**config.mk**
```make
export PLATFORM = sky130hd
export DESIGN_NAME = rr_decode_arbiter_flat
export DESIGN_NICKNAME = d
export VERILOG_FILES = /design/src/rtl/rr_decode_arbiter_pkg.sv /design/src/rtl/rr_decode_arbiter_if.sv /design/src/rtl/rr_decode_arbiter_pick8.sv /design/src/rtl/rr_decode_arbiter.sv /design/src/flat_wrapper.sv
export SDC_FILE = /design/constraint.sdc
export NUM_CORES = 1
export LEC_CHECK = 0
export ABC_AREA = 1
export CAP_MARGIN = 0
export CELL_PAD_IN_SITES_DETAIL_PLACEMENT = 0
export CELL_PAD_IN_SITES_GLOBAL_PLACEMENT = 1
export CORE_MARGIN = 5
export CORE_UTILIZATION = 38
export DETAILED_ROUTE_END_ITERATION = 6
export PLACE_DENSITY = 0.89
export SYNTH_ARGS = -nofsm -noshare
export SYNTH_HDL_FRONTEND = slang
export SYNTH_HIERARCHICAL = 1
export SYNTH_SLANG_ARGS = --single-unit
```
**constraint.sdc**
```tcl
create_clock -name clk -period 6.31 [get_ports clk]
set_clock_uncertainty 0.05 [all_clocks]
set_input_delay 0.9465 -clock clk [delete_from_list [all_inputs] [get_ports clk]]
set_output_delay 0.9465 -clock clk [all_outputs]
set_load 0.02 [all_outputs]
```
**src/rtl/rr_decode_arbiter_pkg.sv**
```systemverilog
// Shared constants, state encoding and decode helper for the round-robin
// select arbiter.
package arb_pkg;
  localparam int N_REQ = 8;
  localparam int IDX_W = 3;

  localparam logic ST_IDLE  = 1'b0;
  localparam logic ST_GRANT = 1'b1;

  typedef enum logic {
    S_IDLE  = ST_IDLE,
    S_GRANT = ST_GRANT
  } state_e;

  function automatic logic [N_REQ-1:0] onehot(input logic [IDX_W-1:0] idx);
    onehot      = '0;
    onehot[idx] = 1'b1;
  endfunction
endpackage

```
**src/rtl/rr_decode_arbiter_if.sv**
```systemverilog
// Requester-side bus of the arbiter: requests/release in, grant and pointer out.
interface rr_decode_arbiter_if;
  import arb_pkg::*;

  logic [N_REQ-1:0] req;
  logic             done;
  logic [N_REQ-1:0] gnt;
  logic [IDX_W-1:0] gnt_idx;
  logic             gnt_valid;
  logic [IDX_W-1:0] ptr;

  modport master (output req, done, input gnt, gnt_idx, gnt_valid, ptr);
  modport slave  (input req, done, output gnt, gnt_idx, gnt_valid, ptr);
endinterface

```
**src/rtl/rr_decode_arbiter_pick8.sv**
```systemverilog
// Combinational round-robin pick: first set request at or after ptr, wrapping.
module rr_pick8
  import arb_pkg::*;
(
  input  logic [N_REQ-1:0] req_i,
  input  logic [IDX_W-1:0] ptr_i,
  output logic             any_o,
  output logic [IDX_W-1:0] idx_o
);
  logic [N_REQ-1:0] rot;
  logic [IDX_W-1:0] off;

  // rot[g] is the request g slots after ptr; index arithmetic wraps mod 8
  for (genvar g = 0; g < N_REQ; g++) begin : g_rot
    localparam logic [IDX_W-1:0] G = IDX_W'(g);
    assign rot[g] = req_i[G + ptr_i];
  end

  always_comb begin
    off = '0;
    for (int i = N_REQ - 1; i >= 0; i--)
      if (rot[i]) off = IDX_W'(i);
  end

  assign any_o = |req_i;
  assign idx_o = ptr_i + off;
endmodule

```
**src/rtl/rr_decode_arbiter.sv**
```systemverilog
// 8-way round-robin arbiter: registered index + one-hot grant held until
// release (done, owner request drop, or hold timeout with others waiting).
module rr_decode_arbiter
  import arb_pkg::*;
#(
  parameter int HOLD_MAX = 16,
  parameter int CNT_W    = 5
) (
  input logic                clk,
  input logic                rst,
  rr_decode_arbiter_if.slave bus
);
  localparam logic [CNT_W-1:0] HOLD_LAST = (HOLD_MAX == 0) ? '0 : CNT_W'(HOLD_MAX - 1);

  state_e           state_q, state_d;
  logic [N_REQ-1:0] gnt_q, gnt_d;
  logic [IDX_W-1:0] idx_q, idx_d;
  logic [IDX_W-1:0] ptr_q, ptr_d;
  logic [CNT_W-1:0] hold_q, hold_d;

  logic [N_REQ-1:0] others;
  logic [IDX_W-1:0] next_ptr, pick_ptr, pick_idx;
  logic             pick_any, timeout, rel;

  // gnt_q is zero in IDLE, so one picker serves both the initial grant and
  // the hand-off search with the owner masked off.
  assign others   = bus.req & ~gnt_q;
  assign next_ptr = idx_q + IDX_W'(1);
  assign pick_ptr = (state_q == S_GRANT) ? next_ptr : ptr_q;
  assign timeout  = (HOLD_MAX != 0) && (hold_q == HOLD_LAST) && (|others);
  assign rel      = bus.done || !bus.req[idx_q] || timeout;

  rr_pick8 u_pick (
    .req_i (others),
    .ptr_i (pick_ptr),
    .any_o (pick_any),
    .idx_o (pick_idx)
  );

  always_comb begin
    state_d = state_q;
    idx_d   = idx_q;
    ptr_d   = ptr_q;
    hold_d  = hold_q;
    case (state_q)
      S_IDLE: begin
        if (pick_any) begin
          state_d = S_GRANT;
          idx_d   = pick_idx;
          hold_d  = '0;
        end
      end
      S_GRANT: begin
        if (rel) begin
          ptr_d = next_ptr;
          if (pick_any) begin
            idx_d  = pick_idx;
            hold_d = '0;
          end else begin
            state_d = S_IDLE;
          end
        end else if (hold_q != HOLD_LAST) begin
          hold_d = hold_q + CNT_W'(1);
        end
      end
      default: state_d = S_IDLE;
    endcase
    gnt_d = (state_d == S_GRANT) ? onehot(idx_d) : '0;
  end

  always_ff @(posedge clk) begin
    if (rst) begin
      state_q <= S_IDLE;
      gnt_q   <= '0;
      idx_q   <= '0;
      ptr_q   <= '0;
      hold_q  <= '0;
    end else begin
      state_q <= state_d;
      gnt_q   <= gnt_d;
      idx_q   <= idx_d;
      ptr_q   <= ptr_d;
      hold_q  <= hold_d;
    end
  end

  assign bus.gnt       = gnt_q;
  assign bus.gnt_idx   = idx_q;
  assign bus.gnt_valid = (state_q == S_GRANT);
  assign bus.ptr       = ptr_q;
endmodule

```
**src/flat_wrapper.sv**
```systemverilog
// flat-port wrapper written by rule: the top's interface ports become plain ports
module rr_decode_arbiter_flat import arb_pkg::*;
#(
  parameter int HOLD_MAX = 16,
  parameter int CNT_W    = 5
)
  (clk, rst, bus_req, bus_done, bus_gnt, bus_gnt_idx, bus_gnt_valid, bus_ptr);
  rr_decode_arbiter_if bus_i ();
  input logic clk;
  input logic rst;
  input wire logic [$bits(bus_i.req)-1:0] bus_req;
  input wire logic [$bits(bus_i.done)-1:0] bus_done;
  output wire logic [$bits(bus_i.gnt)-1:0] bus_gnt;
  output wire logic [$bits(bus_i.gnt_idx)-1:0] bus_gnt_idx;
  output wire logic [$bits(bus_i.gnt_valid)-1:0] bus_gnt_valid;
  output wire logic [$bits(bus_i.ptr)-1:0] bus_ptr;
  assign bus_i.req = bus_req;
  assign bus_i.done = bus_done;
  assign bus_gnt = bus_i.gnt;
  assign bus_gnt_idx = bus_i.gnt_idx;
  assign bus_gnt_valid = bus_i.gnt_valid;
  assign bus_ptr = bus_i.ptr;
  rr_decode_arbiter #(.HOLD_MAX(HOLD_MAX), .CNT_W(CNT_W)) u_core (.clk(clk), .rst(rst), .bus(bus_i));
endmodule
```
==> impl_results.md <==
- Result of the run: complete, no violations
- Fraction of the yosys area taken by sequential cells: 22.8%
- Synthesized-area fraction occupied by xor and xnor cells: 2.92%
- Post-cts sizing count: 0
- Io pins: 26
- Total GRT Usage: 14.5%
- Most used flip-flop cell after synthesis: sky130_fd_sc_hd__dfxtp_1
- Hold EP: u_core/hold_q[4]
- Post-synthesis compound-gate area fraction: under 10%
- Worst setup slack for register-to-register paths: approximately 1500 ps
- Detailed-route via count: 1,795
- Total setup violations reported at the end of the flow: 0
- Synthesis-to-finish area growth: 18.8%
- Main combinational cell family by area after synthesis: simple AND/OR/NAND/NOR gates
- TritonCTS clock tree: built
- Reg-to-Reg End: u_core/bus.gnt[1]
- Antenna Violating Nets Remaining: 0
- Fraction of the cycle the final worst path needs: 75.9%
- Cell depth of the worst hold path: 2
- Detailed router's first-iteration violation count: ~110
- Number of detailed-route iterations in the first pass: 4
- Worst slack at placement: approximately 1500 ps
- Wire per inst: 11.8 um
- Final weighted congestion in routability-driven placement: 0.850
- DRT Wirelength: around 4300 um
- Arrival time at the worst endpoint: approximately 5000 ps
- Bufs on Longest Clock Path: 2
- Final worst slack: approximately 1500 ps
- Wire length of the first global-routing pass: between 7000 and 8000 um
- Yosys top cell by area: sky130_fd_sc_hd__dfxtp_1
- Basic-gate share of the synthesized area counting and, or, nand and nor cells: 48.8%
- Layout net count: between 300 and 400
- Flop and latch count out of synthesis: 20
- Worst Reg2Reg Path Length in Cells: 31
- Number of inserted filler cells in the final layout: 459
- Post-CTS repair timing setup buffer count: 0
- Fraction of post-synthesis cell area in the top cell type by area: 22.8%
- Critical-path cell with the highest stage delay: sky130_fd_sc_hd__dfxtp_1
- Peak per-stage delay on the critical path: 650 ps
- Worst hold slack across all endpoints: 428 ps
- Number of antenna violations at the first check in global routing: 0
- PD cells: 525 nW/um2
- Final min period: 4790 ps
- Biggest fanout along the worst timing path: 10
- Initial core utilization: about two fifths
- Max Fclk: 209 MHz
- Cell area after synthesis: 1760 um2
- Clock slew seen by the registers of the worst setup and hold paths: 70 ps
- Reg2reg start: u_core/bus.gnt_idx[0]
- Hold Crit Class: reg -> reg
- Number of synthesized flops with an enable pin: 0
- Number of vias per cell after detailed routing: 4.96
- Final antenna diode count: 0
- Total of hold buffers inserted after clock tree synthesis: 0
- Port bufs: 25
- Syn Area/Cell: 6.15 um2
- Share of cells above drive strength 1: 12.9%
- Share of synthesized area spent on multiplexers: 0%
- Launch point of the worst hold path: u_core/hold_q[4]
- Type of origin of the critical path: register
- Buffer type at the clock tree root: sky130_fd_sc_hd__clkbuf_8
- Ranking of synthesized cells by area: sky130_fd_sc_hd__dfxtp_1 (23%), sky130_fd_sc_hd__nand2_1 (21%), sky130_fd_sc_hd__nand3_1 (8.5%)
- Total Die Area: ~6100 um2
- Hold Vio Cnt, Final: 0
- Maximum number of pins on one net before global-route repair: 14
- Critical path start-end classification: reg -> reg
- Clock latency of the later-clocked register in the worst-skew pair: 260 ps
- Crit end category: register
- Post-route setup TNS: 0 ps
- Total of max-cap violations: 0
- Standard cell core area: between 4000 and 5000 um2
- Post-Syn Instances: 286
- Critical Path Most Common Cell: sky130_fd_sc_hd__nand2_1
- Die Y-Extent: 78.0 um
- Number of rows in the core area: 24
- Worst Max-Slew Pin Slew: between 1000 and 1500 ps
- CTS sink count: 20
- Most frequent cell after synthesis: sky130_fd_sc_hd__nand2_1
- Synth Warn #: 6
- Adder and majority gate portion of the synthesized area: 5.41%
- RSZ-0062 raised after global routing: no
- Post-Synthesis Net Count: 304
- Slew Viols, Final: 0
- Leak pwr: approximately 1 nW
- Top cell types by occurrence after synthesis: sky130_fd_sc_hd__nand2_1 (97), sky130_fd_sc_hd__inv_1 (37), sky130_fd_sc_hd__nand3_1 (30)
- Worst-case headroom to the max-slew limit: 27.3%
- Vias in the first global route: between 1,500 and 2,000
- Peak supply drop: 0.000277 V
- Maximum level of the CTS H-tree: 1
- Library cells used by synthesis: 34
- Required time at the worst-slack endpoint: 6440 ps
- Overall overflow remaining after global route: 0
- Post-route DRC: 0
- Width of the die: 78.0 um
- DPL Wire Length: 3500 um
- Total clock buffers created by CTS: 3
- Fraction of registers with async set/reset: 0%
[worst max-delay path: cells and delay by family, from the launching register on]
family | cells | cell delay [ps]
AOI/OAI and AO/OA | 3 | 590
xor gates and xnor gates | 1 | 160
adders and majority gates | 4 | 1230
buffers and inverters | 5 | 610
DFF | 1 | 650
and+or+nand+nor | 18 | 1420
[layer usage]
| layer | GRT usage [%] | up-vias | routed length, um |
|---|---|---|---|
| li1 | - | 949 | - |
| met1 | 19.9 | 796 | 2080 |
| met2 | 23.8 | 45 | 1950 |
| met3 | 2.06 | 5 | 206 |
| met4 | 3.89 | 0 | 40 |
| met5 | 0 | - | 0 |
[kinds of logic (layout without fill, tap and decap cells)]
family,after synthesis,in the layout
and+or+nand+nor,181,181
adders and majority gates,7,7
AOI/OAI and AO/OA,24,24
DFF,20,20
xor gates and xnor gates,5,5
buffers and inverters,49,73
[where the power goes]
part / total (mW) / switching (mW) / internal, mW
sequential: 0.194 / 0.0356 / 0.158
clock: 0.0982 / 0.0426 / 0.0556
combinational: 0.805 / 0.507 / 0.297
[cells in the final DEF, fill, tap and decap left out, types with 6 or more instances in the layout]
cell / n
sky130_fd_sc_hd__nor2_1: 19
sky130_fd_sc_hd__o21ai_0: 8
sky130_fd_sc_hd__ha_1: 6
sky130_fd_sc_hd__nand2_2: 13
sky130_fd_sc_hd__nand3_1: 30
sky130_fd_sc_hd__inv_1: 37
sky130_fd_sc_hd__nand2_1: 97
sky130_fd_sc_hd__a21oi_1: 8
sky130_fd_sc_hd__dfxtp_1: 20
sky130_fd_sc_hd__clkdlybuf4s50_1: 25
sky130_fd_sc_hd__nand3_2: 7
[layout make-up]
| class | count | area, um2 | area share [%] |
|---|---|---|---|
| clock buffers | 4 | 55.1 | 2.64 |
| inverters | 43 | 173 | 8.27 |
| multi-input cells | 217 | 1140 | 54.5 |
| flip-flops and latches | 20 | 400 | 19.2 |
| well taps | 52 | 65.1 | 3.12 |
| repair buffers | 26 | 258 | 12.3 |
[flip-flops by register name, indices dropped and copies added (netlist names)]
| signal | count |
|---|---|
| u_core/bus.gnt | 8 |
| u_core/hold_q | 5 |
| u_core/bus.gnt_idx | 3 |
| u_core/bus.gnt_valid | 1 |
| u_core/bus.ptr | 3 |
[worst max path at each step]
stage	from	endpoint	slack, ps
6_report	u_core/bus.gnt_idx[0]	u_core/bus.gnt[1]	1520
5_1_grt	u_core/bus.gnt_idx[0]	u_core/bus.gnt[1]	920
4_1_cts	u_core/bus.gnt_idx[0]	u_core/bus.gnt[1]	1490
3_5_place_dp	u_core/bus.gnt_idx[0]	u_core/bus.gnt[1]	1520
3_3_place_gp	u_core/bus.gnt_idx[0]	u_core/bus.gnt[2]	1610
2_1_floorplan	u_core/bus.gnt_valid	u_core/bus.gnt[1]	2140
[through the flow]
step           power, mW  std cells  util [%]  area, um2
3_3_place_gp       0.992        358      46.1       2030
6_report            1.10        362      47.3       2090
2_1_floorplan      0.812        286         -       1760
3_5_place_dp       0.997        358      46.1       2030
4_1_cts             1.10        362      47.3       2090
5_1_grt             1.22        362      47.3       2090
(Power assumes the default switching activity.)
